File: config.mk
export PLATFORM = sky130hd
export DESIGN_NAME = signal_stats
export DESIGN_NICKNAME = d
export VERILOG_FILES = /design/src/rtl/osc_pkg.sv /design/src/rtl/stats_minmax_acc.sv /design/src/rtl/signal_stats.sv
export SDC_FILE = /design/constraint.sdc
export NUM_CORES = 1
export LEC_CHECK = 0
export ABC_AREA = 1
export CORE_AREA = 2 2 110 155
export CTS_CLUSTER_SIZE = 8
export DETAILED_ROUTE_END_ITERATION = 10
export DIE_AREA = 0 0 112 157
export GPL_TIMING_DRIVEN = 0
export PLACE_DENSITY = 0.57
export SLEW_MARGIN = 20
export SYNTH_ARGS = -nofsm -noshare
export SYNTH_HDL_FRONTEND = slang
export SYNTH_HIERARCHICAL = 1
export SYNTH_SLANG_ARGS = --single-unit
File: constraint.sdc
create_clock -name clk -period 2.5 [get_ports clk]
set_input_delay 0.25 -clock clk [delete_from_list [all_inputs] [get_ports clk]]
set_output_delay 0.25 -clock clk [all_outputs]
set_load 0.005 [all_outputs]
File: src/rtl/osc_pkg.sv
// Shared oscilloscope definitions: default sample width and the
// measurement-stage state encoding.
package osc_pkg;

  localparam int DATA_W_DEFAULT = 12;

  typedef enum logic [1:0] {
    IDLE  = 2'd0,
    ACCUM = 2'd1,
    DONE  = 2'd2
  } stats_state_t;

endpackage

File: src/rtl/stats_minmax_acc.sv
// Running max/min/sum datapath for one measurement window.
// init loads the first sample of a window, update folds in a further
// sample, clr zeroes the sum (max/min are simply overwritten by the next
// init). No sequencing lives here; the caller decides when to strobe.
module stats_minmax_acc #(
  parameter int DATA_W   = 12,
  parameter int WIN_LOG2 = 10
) (
  input  logic                         clk,
  input  logic                         rst_n,
  input  logic                         clr,
  input  logic                         init,
  input  logic                         update,
  input  logic [DATA_W-1:0]            sample,
  output logic [DATA_W-1:0]            run_max,
  output logic [DATA_W-1:0]            run_min,
  output logic [DATA_W+WIN_LOG2-1:0]   acc
);

  localparam int ACC_W = DATA_W + WIN_LOG2;

  logic [ACC_W-1:0] sample_ext_s;

  // Zero-extend the unsigned sample to accumulator width.
  always_comb begin
    sample_ext_s = {{WIN_LOG2{1'b0}}, sample};
  end

  // Running statistics: strict compares so ties keep the stored value.
  always_ff @(posedge clk or negedge rst_n) begin
    if (!rst_n) begin
      run_max <= {DATA_W{1'b0}};
      run_min <= {DATA_W{1'b0}};
      acc     <= {ACC_W{1'b0}};
    end else if (clr) begin
      acc <= {ACC_W{1'b0}};
    end else if (init) begin
      run_max <= sample;
      run_min <= sample;
      acc     <= sample_ext_s;
    end else if (update) begin
      acc <= acc + sample_ext_s;
      if (sample > run_max) begin
        run_max <= sample;
      end
      if (sample < run_min) begin
        run_min <= sample;
      end
    end
  end

endmodule

File: src/rtl/signal_stats.sv
// Windowed max/min/mean of the ADC stream for the on-screen text overlay.
// Outputs hold the last published window and change only at a commit.
// Optional build macro: STATS_PEAK_HOLD_EN turns max_bin/min_bin into
// peak-hold values (re-armed by reset or clear); mea_bin stays per-window.
module signal_stats
  import osc_pkg::*;
#(
  parameter int DATA_W   = DATA_W_DEFAULT,
  parameter int WIN_LOG2 = 10
) (
  input  logic              clk,
  input  logic              rst_n,
  input  logic [DATA_W-1:0] sample,
  input  logic              sample_valid,
  input  logic              clear,
  input  logic              freeze,
  output logic [DATA_W-1:0] max_bin,
  output logic [DATA_W-1:0] min_bin,
  output logic [DATA_W-1:0] mea_bin,
  output logic              stats_valid
);

  localparam int ACC_W = DATA_W + WIN_LOG2;
  localparam logic [WIN_LOG2:0] CNT_ONE  = {{WIN_LOG2{1'b0}}, 1'b1};
  localparam logic [WIN_LOG2:0] CNT_WIN  = CNT_ONE << WIN_LOG2;
  localparam logic [WIN_LOG2:0] CNT_LAST = CNT_WIN - CNT_ONE;
  // After the first sample a one-sample window is already complete.
  localparam stats_state_t FIRST_NEXT = (WIN_LOG2 == 0) ? DONE : ACCUM;

  stats_state_t        state_r;
  logic [WIN_LOG2:0]   count_r;
  logic                init_s;
  logic                update_s;
  logic [DATA_W-1:0]   run_max_s;
  logic [DATA_W-1:0]   run_min_s;
  logic [ACC_W-1:0]    acc_s;
`ifdef STATS_PEAK_HOLD_EN
  logic                reload_r;
`endif

  // Datapath strobes: a sample opens a window from IDLE or DONE, otherwise
  // it extends the current one; clear suppresses both.
  always_comb begin
    init_s   = 1'b0;
    update_s = 1'b0;
    if (!clear && sample_valid) begin
      if (state_r == ACCUM) begin
        update_s = 1'b1;
      end else begin
        init_s = 1'b1;
      end
    end else begin
      init_s   = 1'b0;
      update_s = 1'b0;
    end
  end

  stats_minmax_acc #(
    .DATA_W   (DATA_W),
    .WIN_LOG2 (WIN_LOG2)
  ) u_minmax_acc (
    .clk     (clk),
    .rst_n   (rst_n),
    .clr     (clear),
    .init    (init_s),
    .update  (update_s),
    .sample  (sample),
    .run_max (run_max_s),
    .run_min (run_min_s),
    .acc     (acc_s)
  );

  // Window FSM, sample counter and commit of the published results.
  always_ff @(posedge clk or negedge rst_n) begin
    if (!rst_n) begin
      state_r     <= IDLE;
      count_r     <= {(WIN_LOG2+1){1'b0}};
      max_bin     <= {DATA_W{1'b0}};
      min_bin     <= {DATA_W{1'b0}};
      mea_bin     <= {DATA_W{1'b0}};
      stats_valid <= 1'b0;
`ifdef STATS_PEAK_HOLD_EN
      reload_r    <= 1'b1;
`endif
    end else begin
      stats_valid <= 1'b0;
      if (clear) begin
        state_r  <= IDLE;
        count_r  <= {(WIN_LOG2+1){1'b0}};
`ifdef STATS_PEAK_HOLD_EN
        reload_r <= 1'b1;
`endif
      end else begin
        case (state_r)
          IDLE: begin
            if (sample_valid) begin
              count_r <= CNT_ONE;
              state_r <= FIRST_NEXT;
            end
          end
          ACCUM: begin
            if (sample_valid) begin
              count_r <= count_r + CNT_ONE;
              if (count_r == CNT_LAST) begin
                state_r <= DONE;
              end
            end
          end
          DONE: begin
            // The running values still describe the finished window here;
            // a concurrent sample only reaches them at this same edge.
            if (!freeze) begin
`ifdef STATS_PEAK_HOLD_EN
              max_bin  <= (reload_r || (run_max_s > max_bin)) ? run_max_s : max_bin;
              min_bin  <= (reload_r || (run_min_s < min_bin)) ? run_min_s : min_bin;
              reload_r <= 1'b0;
`else
              max_bin  <= run_max_s;
              min_bin  <= run_min_s;
`endif
              mea_bin     <= acc_s[ACC_W-1:WIN_LOG2];
              stats_valid <= 1'b1;
            end
            if (sample_valid) begin
              count_r <= CNT_ONE;
              state_r <= FIRST_NEXT;
            end else begin
              state_r <= IDLE;
            end
          end
          default: begin
            state_r <= IDLE;
            count_r <= {(WIN_LOG2+1){1'b0}};
          end
        endcase
      end
    end
  end

endmodule

[After elaboration in Yosys (flattened, before gate mapping)]
Cells that the tools add are included.
Storage, ports and cells
  input port bits: 17
  output and inout port bits: 37
  word-level logic and storage cells: 61
  bits in registers: 96
Operators by class
  $add $sub $neg: 2
  reduce and logical (&&, ||, !) cells: 13
  eq/ne operators: 7
  $lt $le $gt $ge: 2
  muxes and demuxes: 26
  bitwise logic cells: 2
Operators by type and width (number)
  12-bit 2-to-1 mux: 6
  22-bit 2-to-1 mux: 3
  11-bit 2-to-1 mux: 3
  22-bit by 12-bit adder with 22-bit output: 1
  11-bit case mux with 2 select lines: 1
  12-bit greater-than comparator: 1
  12-bit < comparator: 1
  3-bit AND reduction: 4
  11-bit by 1-bit adder with 11-bit output, second input constant: 1
  11-bit by 10-bit equality test with 1-bit output, second input constant: 1
  1-bit 2-to-1 mux: 8
  2-bit 2-to-1 mux: 4
  3-bit != test, second input constant: 2
  2-bit case mux with 3 select lines: 1
  2-bit nonzero test: 3
  3-bit by 1-bit != test with 1-bit output, second input constant: 1
  3-bit by 2-bit != test with 1-bit output, second input constant: 1
  3-bit nonzero test: 1
  2-bit by 1-bit equality test with 1-bit output, second input constant: 1
  2-bit equality test, second input constant: 1
  2-bit logical NOT: 1
  1-bit NOT: 2
  2-bit AND reduction: 1
  2-bit OR reduction: 1
  2 further kinds: 2

[Logic depth before layout (Yosys ltp)]
Gate-level depths: netlist (run 1).
  depth in word-level cells: 6
  gate-level depth with buffers: 13
  mapped depth without buffers: 12

[Hierarchy]
The synthesis (run 1) kept the hierarchy.
By module, submodules not included
  stats_minmax_acc: cells each 481, times used 1, area each 3399.5 sq um, seq. area each 1151.1 sq um
  signal_stats: cells each 270, times used 1, area each 2160.8 sq um, seq. area each 1251.2 sq um

[Worst setup path after synthesis (run 1)]
Ideal clock, no wire load.
  path kind: reg2reg
  start: register u_minmax_acc.acc[0]
  end: register u_minmax_acc.acc[18]
  arrival: 1643 ps
  setup slack: 739 ps
  cell stages (with the launch flop): 13
  clock period less this slack: 1761 ps
  required time: 2383 ps
  buffers on the path: 0
  setup time: 117 ps
  path through: dfrtp_1 ha_1 fa_1 nand3_1 nand2_1 nand2_1 nand2_1 nand3_1 nand2_1 nand2_1 nand2_1 nand3_1 nand2_1
On the way
  cells in the longest elaborated chain, start to end: 4
Ends and longest elaborated chain
  from (decl): line stats_minmax_acc.sv:17  | output logic [DATA_W+WIN_LOG2-1:0] acc
  from (signal assigned): line stats_minmax_acc.sv:34  | acc <= {ACC_W{1'b0}};
  from (signal assigned): line stats_minmax_acc.sv:36  | acc <= {ACC_W{1'b0}};
  from (signal assigned): line stats_minmax_acc.sv:40  | acc <= sample_ext_s;
  22-bit by 12-bit adder with 22-bit output: line stats_minmax_acc.sv:42  | acc <= acc + sample_ext_s;
  22-bit 2-to-1 mux: line stats_minmax_acc.sv:41  | end else if (update) begin
  22-bit 2-to-1 mux: line stats_minmax_acc.sv:37  | end else if (init) begin
  22-bit 2-to-1 mux: line stats_minmax_acc.sv:35  | end else if (clr) begin
No other way between the ends. The select of a mux whose other input is x is not followed.
A chain may end at the register's enable or synchronous reset.

[Final worst setup path (run 1)]
  start: input clear
  end: register u_minmax_acc.run_max[4]
On the way
  cells in the longest elaborated chain, start to end: 5
  elaborated cells on any way between the ends: 9
  those cells by class: 3 x mux; 1 x bitwise; 5 x reduce/logical
Ends and longest elaborated chain
  from (decl): line signal_stats.sv:15  | input logic clear,
  1-bit logical NOT: line signal_stats.sv:46  | if (!clear && sample_valid) begin
  1-bit logical AND: line signal_stats.sv:46
  1-bit 2-to-1 mux: line signal_stats.sv:46
  named net update_s: line signal_stats.sv:33  | logic update_s;
  2-bit nonzero test (no source line)
  3-bit AND reduction (no source line)
  to (signal assigned): line stats_minmax_acc.sv:32  | run_max <= {DATA_W{1'b0}};
  to (signal assigned): line stats_minmax_acc.sv:38  | run_max <= sample;
  to (signal assigned): line stats_minmax_acc.sv:44  | run_max <= sample;
  to (decl): line stats_minmax_acc.sv:15  | output logic [DATA_W-1:0] run_max,
The timed path passes the listed nets, and every way through them passes these cells.

==> key figures, run 1 <==
CTS
  • Post_cts resized: 0
  • CTS tree: done
  • CTS buffer count: 9
  • Clock transition at the registers of the reported paths: 0.07 ns
  • CTS root buf: clkbuf_16
  • Worst skew pair latency: 0.34 ns
  • Clock H-tree levels: 3
  • Longest Clk Path Bufs: 2
  • Post-CTS Setup Inserts: 0
  • Post-CTS Hold Fix Bufs: 1
  • TritonCTS Sinks: 96

Job
  • Max-cap violations: 0

Detailed routing
  • WL per Instance: 13.4 um
  • Via count: 4,792
  • Total routed wirelength: 13,600 um
  • First-pass iteration count of the detailed router: 5
  • DR vias/cell: 4.69
  • DRC: 0
  • Routed Antenna Nets: 0
  • DRT iter0 DRCs: 246

Yosys
  • Unique masters post-synth: 31
  • Post-synthesis sequential area ratio: 43.2%
  • Mapped Area: 5560 um2
  • Mapped Nets: 805
  • Synthesis Warnings: 6
  • Post-synth top area share: 43.2%
  • Flop and latch count out of synthesis: 96
  • Synth Area per Inst: 7.40 um2
  • Leading area contributor after synthesis: dfrtp_1
  • Post-Synthesis Cells: 751
  • Leading post-synthesis cells by cell area: dfrtp_1, nand2_1, ha_1

STA
  • Fin crit share: 90.0%
  • Final worst path period need: 2.25 ns
  • Slew Viols, Final: 0
  • Fin. Hold Viols: 0
  • FMAX: 444 MHz
  • Worst Skew: 0.00586 ns
  • Worst-margin pin slew: 0.541 ns
  • Setup violators final: 0
  • Post-route setup slack: 0.250 ns
  • RSZ-0062 raised after global routing: no
  • Slew HR: 63.6%

Worst setup path
  • Crit-path max cell delay: 0.58 ns
  • Crit path launch: clear
  • Family with the most delay on the worst path: buffers and inverters
  • Worst Setup Path Type: input pin to flop
  • CP Data Required Time: 2.78 ns
  • RR Startpoint: state_r[0]
  • Crit path max-delay cell type: clkdlybuf4s50_1
  • Worst R2R Path Depth: 9
  • Worst r2r dst: u_minmax_acc/run_max[4]
  • Worst setup EP type: flop
  • Signal arrival time at the worst endpoint: 2.53 ns
  • Startpoint types: input pin
  • CP Cell Sequence: clkdlybuf4s50_1, inv_1, nand2_1, nor2_1, nor2_1, nor2_1, clkbuf_1, nand3_1, nand2_1
  • Crit path depth: 9
  • WP buf/inv: 3
  • Most used cell, CP: nor2_1
  • Worst-path fanout max: 10
  • R2R setup slack: 0.27 ns

Final layout
  • Layout cells sized above 1: 5.60%
  • Final #Nets: 871
  • Layout fillers: 1,710
  • Area grow syn2layout: 20.5%
  • Commonest non-fill, non-tap cell in the layout: nand2_1
  • ANT cells: 0
  • Highest-count cells in the layout ignoring fill and taps: nand2_1, dfrtp_1, inv_1, nor2_1, clkdlybuf4s50_1
  • Util after Layout: 41.6%

Run status
  • Outcome: complete, no violations

Placement
  • Worst slack at placement: -0.123 ns
  • Final RePlAce weighted congestion: 0.825
  • Port Buffer Count: 53
  • HPWL Detailed: 10,400 um

Global routing
  • First-pass GRT wire length: 23,700 um
  • Final global-route overflow total: 0
  • Antenna violations before repair: 0
  • Vias in the first global route: 4,909
  • Tot GR Track Use: 16.7%
  • Pin count of the biggest net entering global routing: 54

Floorplanning
  • Initial Utilization: 34.5%
  • Die area: 17,600 um2
  • Die X: 112 um
  • Die extent in y: 157 um
  • Row cnt: 55
  • I/O pin count: 54
  • Core box area: 16,100 um2

Power
  • Power per cell area: 829 nW/um2
  • Peak VDD IR: 0.449 mV
  • Leakage power: 3.50 nW

Worst hold path
  • Hold Path Class: input pin to asynchronous set/reset pin
## kinds of logic after synthesis
family / count (synthesis) / synth area share, %
xor+xnor: 8 / 1.26
compound gates: 65 / 6.41
buf+inv: 98 / 7.27
fa+ha+maj: 37 / 8.46
simple gates: 446 / 33.2
flops: 96 / 43.2
mux: 1 / 0.180
## layout make-up
| cell class | instances | area [um2] | area share (%) |
|---|---|---|---|
| Multi-Input combinational cell | 557 | 2750 | 41.1 |
| Sequential cell | 96 | 2400 | 35.9 |
| Timing Repair Buffer | 55 | 569 | 8.50 |
| Inverter | 78 | 293 | 4.37 |
| Tap cell | 199 | 249 | 3.72 |
| Clock buffer | 9 | 225 | 3.36 |
| Buffer | 20 | 111 | 1.66 |
| Clock inverter | 7 | 96.3 | 1.44 |
## where the power goes
part           internal, mW  total (mW)  switching [mW]
Sequential             1.94        2.21           0.279
Clock                 0.877        1.49           0.617
Combinational         0.813        1.85            1.03
## flip-flops by register name, summed over array words and instances (netlist names)
register	count
u_minmax_acc/acc	22
max_bin	12
mea_bin	12
min_bin	12
u_minmax_acc/run_max	12
u_minmax_acc/run_min	12
count_r	11
state_r	2
stats_valid	1
## stage by stage
stage                     total power [mW]  TNS [ns]  hold WS [ns]  area [um2]  std cells
final                                 5.56         0         0.389        6700       1021
after global routing                  6.04         0         0.420        6700       1021
after CTS                             5.62         0         0.400        6700       1021
after detailed placement              4.10     -1.53         0.204        6370       1004
after global placement                4.06   -252.24         0.463        6340       1003
after floorplan                       3.37         0       -0.0456        5560        751
## worst max path at each step
stage | endpoint | slack (ns)
floorplan | u_minmax_acc/acc[18] | 0.74
global placement | count_r[7] | -2.62
detailed placement | u_minmax_acc/run_max[4] | -0.12
CTS | u_minmax_acc/run_max[4] | 0.22
global route | u_minmax_acc/run_max[4] | 0.01
finish | u_minmax_acc/run_max[4] | 0.25
## per-layer routing
layer  wire length [um]  share of wire (%)  track usage, %  up-vias
met5                  0                  0               0        -
met3                265                1.9            2.66        8
met4                143                1.0            4.36        0
li1                   -                  -               -     2519
met2               7030                 52            30.2       55
met1               6190                 45            20.7     2210
## worst reg2reg max path, delay by kind of cell, from the launching register on
kind	cells	cell delay (ns)
buffers and inverters	2	0.53
DFF	1	0.40
and+or+nand+nor	7	1.24
## cells in the mapped netlist
cell type and n:
nand2_1 300, dfrtp_1 96, inv_1 75, nor2_1 57, nand3_1 47, ha_1 36
a21oi_1 28, nand4_1 25, o21ai_0 20, clkbuf_1 8, xor2_1 8, buf_4 6
nand2_2 6, nor3_1 6, o21ai_1 6, buf_2 5, o21bai_1 5, inv_2 3
nand3_2 2, a211oi_1 1, a21oi_2 1, a31oi_1 1, buf_6 1, fa_1 1
mux2i_1 1, nor2_2 1, nor2_4 1, nor3_2 1, o211ai_1 1, o21a_1 1
o21bai_2 1
Note: power is estimated with default switching activity, not from simulation.
==> run 2, diff against run 1 <==
--- a/config.mk
+++ b/config.mk
@@ -6,6 +6,7 @@
 export NUM_CORES = 1
 export LEC_CHECK = 0
 export ABC_AREA = 1
+export CAP_MARGIN = 0
 export CORE_AREA = 2 2 110 155
 export CTS_CLUSTER_SIZE = 8
 export DETAILED_ROUTE_END_ITERATION = 10
==> results of run 2 <==
Final layout, timing and power as in run 1 (identical DEF).
